===== config.mk =====
export PLATFORM = sky130hd
export DESIGN_NAME = mem_access_unit
export DESIGN_NICKNAME = d
export VERILOG_FILES = /design/src/rtl/mem_access_unit.sv
export SDC_FILE = /design/constraint.sdc
export NUM_CORES = 1
export LEC_CHECK = 0
export ABC_AREA = 1
export ABC_CLOCK_PERIOD_IN_PS = 5700
export BUFFER_PORTS_ARGS = -buffer_cell sky130_fd_sc_hd__buf_4
export CAP_MARGIN = 20
export CORE_MARGIN = 2
export CORE_UTILIZATION = 25
export CTS_CLUSTER_SIZE = 16
export DETAILED_ROUTE_END_ITERATION = 6
export PLACE_DENSITY = 0.4
export RECOVER_POWER = 25
export SLEW_MARGIN = 20
export SYNTH_ARGS = -nofsm -noshare
export SYNTH_HDL_FRONTEND = slang
export SYNTH_SLANG_ARGS = --single-unit

===== constraint.sdc =====
create_clock -name clk -period 5.7 [get_ports clk]
set_clock_uncertainty 0.05 [all_clocks]
set_input_delay 0 -clock clk [delete_from_list [all_inputs] [get_ports clk]]
set_output_delay 0 -clock clk [all_outputs]
set_load 0.05 [all_outputs]

===== src/rtl/mem_access_unit.sv =====
// Load/store unit that turns byte/half/word/dword requests into one or two
// lane-masked bus beats, splitting accesses that straddle a bus word.
module mem_access_unit #(
    parameter int DW             = 32,
    parameter int AW             = 32,
    parameter int ALLOW_MISALIGN = 1
) (
    input  logic          clk,
    input  logic          rst_n,
    input  logic          req_valid,
    output logic          req_ready,
    input  logic          req_write,
    input  logic [AW-1:0] req_addr,
    input  logic [1:0]    req_size,
    input  logic          req_zext,
    input  logic [DW-1:0] req_wdata,
    output logic          resp_valid,
    input  logic          resp_ready,
    output logic [DW-1:0] resp_rdata,
    output logic          resp_err,
    output logic          bus_valid,
    input  logic          bus_ready,
    output logic          bus_we,
    output logic [AW-1:0] bus_addr,
    output logic [DW/8-1:0] bus_be,
    output logic [DW-1:0] bus_wdata,
    input  logic [DW-1:0] bus_rdata
);

    localparam int NB = DW / 8;
    localparam int OW = $clog2(NB);
    localparam int BW = 2 * NB;

    typedef enum logic [1:0] {IDLE, BEAT0, BEAT1, RESP} state_t;

    state_t state, state_next;

    logic [AW-1:0] addr_q;
    logic [1:0]    size_q;
    logic          write_q;
    logic          zext_q;
    logic [DW-1:0] wdata_q;
    logic [DW-1:0] rd_low_q;

    logic [OW-1:0] req_off;
    logic [3:0]    req_bytes;
    logic          req_misalign;
    logic          req_error;
    logic          accept;

    logic [OW-1:0] off_q;
    logic [3:0]    bytes_q;
    logic [BW-1:0] be_wide;
    logic [NB-1:0] be0, be1;
    logic          crossing;
    logic [DW-1:0] mask0, mask1;
    logic [OW+2:0] sh0;
    logic [OW+3:0] sh1;
    logic [AW-1:0] base_addr;

    // Widens the assembled little-endian value from its top valid byte.
    function automatic logic [DW-1:0] extend_data(input logic [DW-1:0] v,
                                                  input logic [1:0] size,
                                                  input logic zext);
        logic [DW-1:0] r;
        int            nbytes;
        logic          sign;
        nbytes = 1 << size;
        if (nbytes > NB) nbytes = NB;
        sign = v[nbytes*8-1];
        r = v;
        for (int b = 0; b < NB; b++)
            if (b >= nbytes) r[b*8 +: 8] = zext ? 8'h00 : {8{sign}};
        return r;
    endfunction

    always_comb begin
        req_off      = req_addr[OW-1:0];
        req_bytes    = 4'd1 << req_size;
        req_misalign = |({{(4-OW){1'b0}}, req_off} & (req_bytes - 4'd1));
        req_error    = (req_size == 2'd3 && NB < 8) ||
                       (req_misalign && ALLOW_MISALIGN == 0);
        accept       = req_valid && req_ready;
    end

    // Lane enables for both beats come from one double-width mask shifted by the offset.
    always_comb begin
        off_q     = addr_q[OW-1:0];
        bytes_q   = 4'd1 << size_q;
        be_wide   = ((BW'(1) << bytes_q) - BW'(1)) << off_q;
        be0       = be_wide[NB-1:0];
        be1       = be_wide[BW-1:NB];
        crossing  = |be1;
        sh0       = {off_q, 3'b000};
        sh1       = (OW+4)'(DW) - (OW+4)'(sh0);
        base_addr = {addr_q[AW-1:OW], {OW{1'b0}}};
        mask0     = '0;
        mask1     = '0;
        for (int b = 0; b < NB; b++) begin
            mask0[b*8 +: 8] = {8{be0[b]}};
            mask1[b*8 +: 8] = {8{be1[b]}};
        end
    end

    always_ff @(posedge clk or negedge rst_n) begin
        if (!rst_n) state <= IDLE;
        else        state <= state_next;
    end

    always_comb begin
        state_next = state;
        req_ready  = 1'b0;
        resp_valid = 1'b0;
        bus_valid  = 1'b0;
        bus_we     = 1'b0;
        bus_addr   = '0;
        bus_be     = '0;
        bus_wdata  = '0;
        case (state)
            IDLE: begin
                req_ready = rst_n;
                if (accept) state_next = req_error ? RESP : BEAT0;
            end
            BEAT0: begin
                bus_valid = 1'b1;
                bus_we    = write_q;
                bus_addr  = base_addr;
                bus_be    = be0;
                bus_wdata = (wdata_q << sh0) & mask0;
                if (bus_ready) state_next = crossing ? BEAT1 : RESP;
            end
            BEAT1: begin
                bus_valid = 1'b1;
                bus_we    = write_q;
                bus_addr  = base_addr + AW'(NB);
                bus_be    = be1;
                bus_wdata = (wdata_q >> sh1) & mask1;
                if (bus_ready) state_next = RESP;
            end
            RESP: begin
                resp_valid = 1'b1;
                if (resp_ready) state_next = IDLE;
            end
            default: state_next = IDLE;
        endcase
    end

    // Request capture, read assembly and the held response.
    always_ff @(posedge clk or negedge rst_n) begin
        if (!rst_n) begin
            addr_q     <= '0;
            size_q     <= '0;
            write_q    <= 1'b0;
            zext_q     <= 1'b0;
            wdata_q    <= '0;
            rd_low_q   <= '0;
            resp_rdata <= '0;
            resp_err   <= 1'b0;
        end else begin
            case (state)
                IDLE: if (accept) begin
                    addr_q     <= req_addr;
                    size_q     <= req_size;
                    write_q    <= req_write;
                    zext_q     <= req_zext;
                    wdata_q    <= req_wdata;
                    resp_err   <= req_error;
                    resp_rdata <= '0;
                end
                BEAT0: if (bus_ready) begin
                    rd_low_q <= bus_rdata >> sh0;
                    if (!crossing)
                        resp_rdata <= write_q ? '0 :
                                      extend_data(bus_rdata >> sh0, size_q, zext_q);
                end
                BEAT1: if (bus_ready) begin
                    resp_rdata <= write_q ? '0 :
                                  extend_data(rd_low_q | (bus_rdata << sh1), size_q, zext_q);
                end
                RESP: if (resp_ready) begin
                    resp_rdata <= '0;
                    resp_err   <= 1'b0;
                end
                default: ;
            endcase
        end
    end

endmodule


==> results of run 1 <==
layer usage:
layer  up-vias  global-route usage  share of wire
met5         -                   0              0
met4         0              0.0577          0.020
met3        38              0.0370          0.045
met2       297               0.322           0.46
met1      5077               0.284           0.48
li1       5459                   -              -
flip-flops by register name (all words and copies together) (netlist names):
name	flops
addr_q	32
rd_low_q	32
resp_rdata	32
wdata_q	32
size_q	2
state	2
resp_err	1
write_q	1
zext_q	1
synth_stat cells (6+ instances only):
cell type  number
nand4_1         8
o211ai_1       18
inv_1         109
o221ai_1        7
nor3_1          8
nand2_2        10
o21ai_0       158
or2_2           7
buf_1          10
ha_1           10
o31ai_1        13
nor4_1          6
clkbuf_1       51
a21oi_1       113
nand3_1       100
dfrtp_1       135
nor2_1        113
nand2_1       580
buf_2          24
where the power goes:
group	leakage, uW	switching [uW]	internal (uW)
registers	0.00173	423	1360
logic	0.00425	3870	1480
clock network	0.000290	473	721
total	0.00626	4770	3560
worst max-delay path: stages, from the launching register on:
cell and delay (ns):
dfrtp_1 0.63, inv_2 0.22, nand2_1 0.44, inv_1 0.43, ha_1 0.42, o21ai_0 0.22, o21ai_0 0.11, nor2_1 0.79
o211ai_1 0.19, a21oi_1 0.29, buf_4 0.25
metrics by stage:
stage | instances | instance area [um2] | util | hold WS (ns)
after floorplan | 1535 | 9650 | - | -0.346
after global placement | 2177 | 11600 | 0.306 | -0.106
after detailed placement | 2177 | 11600 | 0.306 | -0.108
after CTS | 2293 | 13000 | 0.344 | 0.00388
after global routing | 2293 | 13000 | 0.343 | 0.0629
final | 2293 | 13000 | 0.343 | 0.0228
timing repair:
action	CTS	global route
hold endpoints to repair	118	0
gates resized for setup	0	0
hold buffers	84	0
setup endpoints to repair	0	0
final timing paths:
check	cells past startpoint	end	slack [ns]
max	10	bus_wdata[18]	1.21
min	5	rd_low_q[18]	0.02
max reg2reg	14	resp_rdata[7]	1.80
min reg2reg	2	resp_rdata[6]	0.43
max in group asynchronous	3	resp_rdata[24]	2.06
min in group asynchronous	3	resp_err	1.09
cell type report:
class,instances,area [um2],share of cell area
tap,511,639,0.0492
timing repair buffer,309,2500,0.193
clock inverter,8,120,0.00925
sequential,135,3380,0.261
inverter,117,440,0.0339
multi-input combinational,1189,5410,0.417
clock buffer,24,482,0.0371
kinds of logic after synthesis:
group,after synthesis,share of synthesized area
compound gates,334,0.190
xor+xnor,1,0.000908
fa+ha+maj,10,0.0130
buf+inv,211,0.0906
flops,135,0.350
other cells,1,0.000389
simple gates,842,0.355
==> impl_metrics.tcl, run 1 <==
set metrics [dict create \
    cts_tree "yes" \
    arrival_ns 4.44 \
    grt_first_pass_wirelength_mm 63.4 \
    grt_max_degree 72 \
    overflow 0 \
    synth_top_area_frac 0.350 \
    drtIter0Drc 790 \
    clock_latency_ns 0.45 \
    final_hold_viol_count 0 \
    grt_usage 0.204 \
    path_class "register to output port" \
    clockBufferDepth 2 \
    nets 1884 \
    diodes 0 \
    viasPerCell 4.74 \
    setup_viol_count_final 0 \
    totalWireLength_mm 41.0 \
    core_um2 37800 \
    violations "max-capacitance violations, max-slew violations" \
    fin_setup_tns_ns 0 \
    dp_slack_ns 1.72 \
    die_area_um2 40200 \
    cts.htree.levels 4 \
    yosysWarnings 0 \
    synth_cell_type_count 40 \
    fmax_mhz 223 \
    start_util 0.255 \
    slew_headroom -1.25 \
    power-per-cell-area_nw_per_um2 642 \
    die_w_um 200 \
    synthesis.area_um2 9650 \
    maxSlewViolCount 138 \
    synthCells 1534 \
    avgRoutedWirePerCell_um 17.9 \
    end_kind "output port" \
    synth.area.top_cells "dfrtp_1 35%, nand2_1 23%, o21ai_0 8.2%, a21oi_1 5.9%, nand3_1 5.2%" \
    max_slew.worst_pin.slew_ns 3.38 \
    num_vias 10900 \
    min_path_type "input port to register" \
    syn_to_final_growth_pct 34.6 \
    worst_setup_path_start_kind "register" \
    fillCellCount 4257 \
    final_common_cell "nand2_1" \
    num_rows 71 \
    status "complete, but fails checks" \
    synthArstFlopShare 1.00 \
    total_power_uw 8330 \
    yosysSeqAreaShare 0.350 \
    period_share 0.788 \
    antenna_found_initial 0 \
    peakVddDrop_mv 0.288 \
    die_h_um 200 \
    critPathLaunch "size_q[1]" \
    globalplace.congestion 0.833 \
    cp_max_fo 16 \
    drv_cap 3 \
    post_cts_buffers 0 \
    synth-main-ff-cell "dfrtp_1" \
    ys_seq_elements 135 \
    ioPinCount 210 \
    io_buffers 207 \
    synth_area_leader_cell "dfrtp_1" \
    drt-pass1-iter-count 6 \
    r2r_start "size_q[1]" \
    clock-sinks 135 \
    min-delay-start "bus_rdata[18]" \
    drc 0 \
    worstPathRequired_ns 5.65 \
    layout_common_cells "580 x nand2_1, 220 x buf_4, 158 x o21ai_0" \
    period_minus_slack_ns 4.49 \
    drive_gt1_frac 0.160 \
    grt_pass1_vias 10600 \
    clk_pin_slew_ns 0.06 \
    synth_edf_count 0 \
    numCtsBuffers 17 \
    grt_setup_unrepaired "no" \
    p_leak_uw 0.00626 \
    syn_area_per_cell_um2 6.29 \
    root_buffer "clkbuf_16" \
    antenna_left 0 \
    layout_setup_ws_ns 1.21 \
    dp_hpwl_mm 28.6 \
]
Power figures use the tool's default switching activity.
==> run 2: changes to the inputs <==
--- a/config.mk
+++ b/config.mk
@@ -6,14 +6,14 @@
 export NUM_CORES = 1
 export LEC_CHECK = 0
 export ABC_AREA = 1
-export ABC_CLOCK_PERIOD_IN_PS = 5700
+export ABC_CLOCK_PERIOD_IN_PS = 4080
 export BUFFER_PORTS_ARGS = -buffer_cell sky130_fd_sc_hd__buf_4
 export CAP_MARGIN = 20
 export CORE_MARGIN = 2
 export CORE_UTILIZATION = 25
 export CTS_CLUSTER_SIZE = 16
 export DETAILED_ROUTE_END_ITERATION = 6
-export PLACE_DENSITY = 0.4
+export PLACE_DENSITY = 0.41
 export RECOVER_POWER = 25
 export SLEW_MARGIN = 20
 export SYNTH_ARGS = -nofsm -noshare
==> constraint.sdc (replaced) <==
create_clock -name clk -period 4.08 [get_ports clk]
set_clock_uncertainty 0.05 [all_clocks]
set_input_delay 0 -clock clk [delete_from_list [all_inputs] [get_ports clk]]
set_output_delay 0 -clock clk [all_outputs]
set_load 0.05 [all_outputs]
==> run 2 against run 1 <==
Against the previous run:
- the flow finishes with violations (negative hold slack, max-capacitance violations, max-slew violations)
- final cell count is 1.0% higher
- worst hold slack worse by 0.030 ns
- die area stayed put
- routed wire length is 0.68% higher
- register-to-register slack worse by 0.86 ns
- sequential cell count stayed put
- total power is 42% higher
- highest routed layer is now met5
==> impl_metrics.tcl, run 2 (same netlist as run 1, synthesis figures left out) <==
set metrics [dict create \
    status "complete, but fails checks" \
    violations "negative hold slack, max-capacitance violations, max-slew violations" \
    clock_latency_ns 0.45 \
    crit_slowest_cell "dfrtp_1" \
    root_buffer "clkbuf_16" \
    period_share 0.876 \
    globalplace.congestion 0.848 \
    arrival_ns 3.52 \
    max_slew.worst_pin.slew_ns 2.16 \
    fin_setup_tns_ns 0 \
    worstPathRequired_ns 4.03 \
    end_kind "output port" \
    layout_common_cells "579 x nand2_1, 223 x buf_4, 158 x o21ai_0" \
    numCtsBuffers 17 \
    clk_pin_slew_ns 0.07 \
    num_vias 11000 \
    num_rows 71 \
    io_buffers 207 \
    seq_area_um2 3380 \
    dp_hpwl_mm 29.4 \
    ioPinCount 210 \
    grt_first_pass_wirelength_mm 63.5 \
    clock-sinks 135 \
    grt_setup_unrepaired "no" \
    drive_gt1_frac 0.163 \
    antenna_left 0 \
    grt_max_degree 73 \
    path_class "register to output port" \
    fmax_mhz 280 \
    core_um2 37800 \
    peakVddDrop_mv 0.456 \
    cts.htree.levels 4 \
    grt_pass1_vias 10700 \
    worst_setup_path_start_kind "register" \
    r2r_slack_ns 0.94 \
    maxSlewViolCount 38 \
    cpMostUsedCell "nand2_1" \
    clockBufferDepth 2 \
    whs_ns -0.00744 \
    diodes 0 \
    final_common_cell "nand2_1" \
    antenna_found_initial 1 \
    nets 1908 \
    start_util 0.255 \
    cts_tree "yes" \
    die_area_um2 40200 \
    overflow 0 \
    die_w_um 200 \
    post_cts_buffers 0 \
    drc 0 \
    setup_viol_count_final 0 \
    multi_input_area_um2 5410 \
    cp_max_fo 14 \
    critical-path-max-stage-delay_ns 0.68 \
    period_minus_slack_ns 3.57 \
    final_hold_viol_count 2 \
    avgRoutedWirePerCell_um 17.8 \
    r2r_start "addr_q[0]" \
    drt-pass1-iter-count 5 \
    power-per-cell-area_nw_per_um2 903 \
    die_h_um 200 \
    rr_worst_depth 13 \
    grt_usage 0.203 \
    path_cells "inv_2, nand2_2, inv_1, ha_1, o21ai_0, nand2_1, o21ai_1, nand2_1, inv_1, nand2_1, a21oi_1, buf_4" \
    min_path_type "input port to asynchronous set/reset pin" \
    drv_cap 1 \
    slew_headroom -0.443 \
    fillCellCount 4258 \
    viasPerCell 4.75 \
    r2r-end "resp_rdata[17]" \
    syn_to_final_growth_pct 35.9 \
    dp_slack_ns 0.788 \
    totalWireLength_mm 41.3 \
    drtIter0Drc 589 \
    layout_setup_ws_ns 0.507 \
    p_leak_uw 0.00631 \
]
## run 2: changes by cell type in the layout (fill, tap and decap cells not counted), sizes merged
cell         before  now
clkbuf           30   44
buf             220  224
clkinv            7   10
dlygate4sd3      83   85
clkinvlp          2    3
## run 2: worst max-delay path: cells and delay by family (launching register included)
kind | cells | cell delay, ns
buf+inv | 4 | 0.91
flops | 1 | 0.68
simple gates | 4 | 0.58
fa+ha+maj | 1 | 0.31
compound gates | 3 | 0.60
## run 2: per-stage QoR
| step | cell area (um2) | hold slack, ns | utilization | power, uW | cells |
|---|---|---|---|---|---|
| 4_1_cts | 13200 | 0.00226 | 0.349 | 12000 | 2317 |
| 2_1_floorplan | 9650 | -0.346 | - | 7540 | 1535 |
| 5_1_grt | 13100 | 0.0355 | 0.346 | 12800 | 2317 |
| 3_5_place_dp | 11700 | -0.0976 | 0.310 | 10200 | 2200 |
| 3_3_place_gp | 11700 | -0.0986 | 0.310 | 10200 | 2200 |
| 6_report | 13100 | -0.00744 | 0.346 | 11800 | 2317 |
## run 2: layer usage
metal,up-vias,global-route usage,part of all wire
li1,5510,-,-
met1,5183,0.271,0.46
met2,301,0.345,0.48
met3,21,0.0403,0.051
met4,2,0.0336,0.0082
met5,-,0,0.00027
## run 2: cell type report
cell class | count | area share
sequential | 135 | 0.258
inverter | 117 | 0.0336
multi-input combinational | 1189 | 0.412
clock buffer | 20 | 0.0356
clock inverter | 12 | 0.0115
tap | 511 | 0.0488
timing repair buffer | 333 | 0.200
## run 2: what timing repair did
item                                    4_1_cts  5_1_grt
hold buffers                                 85        0
endpoints found under the setup margin        0        5
gates resized for setup                       0        1
hold endpoints to repair                    157        0
## run 2: how the worst max path moves through the flow
stage              start             to  slack (ns)  depth (start not counted)
2_1_floorplan  addr_q[1]  bus_wdata[16]        0.83                         12
3_3_place_gp   size_q[1]   bus_wdata[4]        0.83                         12
3_5_place_dp   size_q[1]   bus_wdata[4]        0.79                         12
4_1_cts        size_q[1]   bus_wdata[4]        0.29                         12
5_1_grt        size_q[1]   bus_wdata[7]        0.19                         12
6_report       size_q[1]   bus_wdata[2]        0.51                         12
## run 2: where the power goes
part	internal [uW]	switching, uW
clock network	1010	670
logic	2180	5580
registers	1900	506
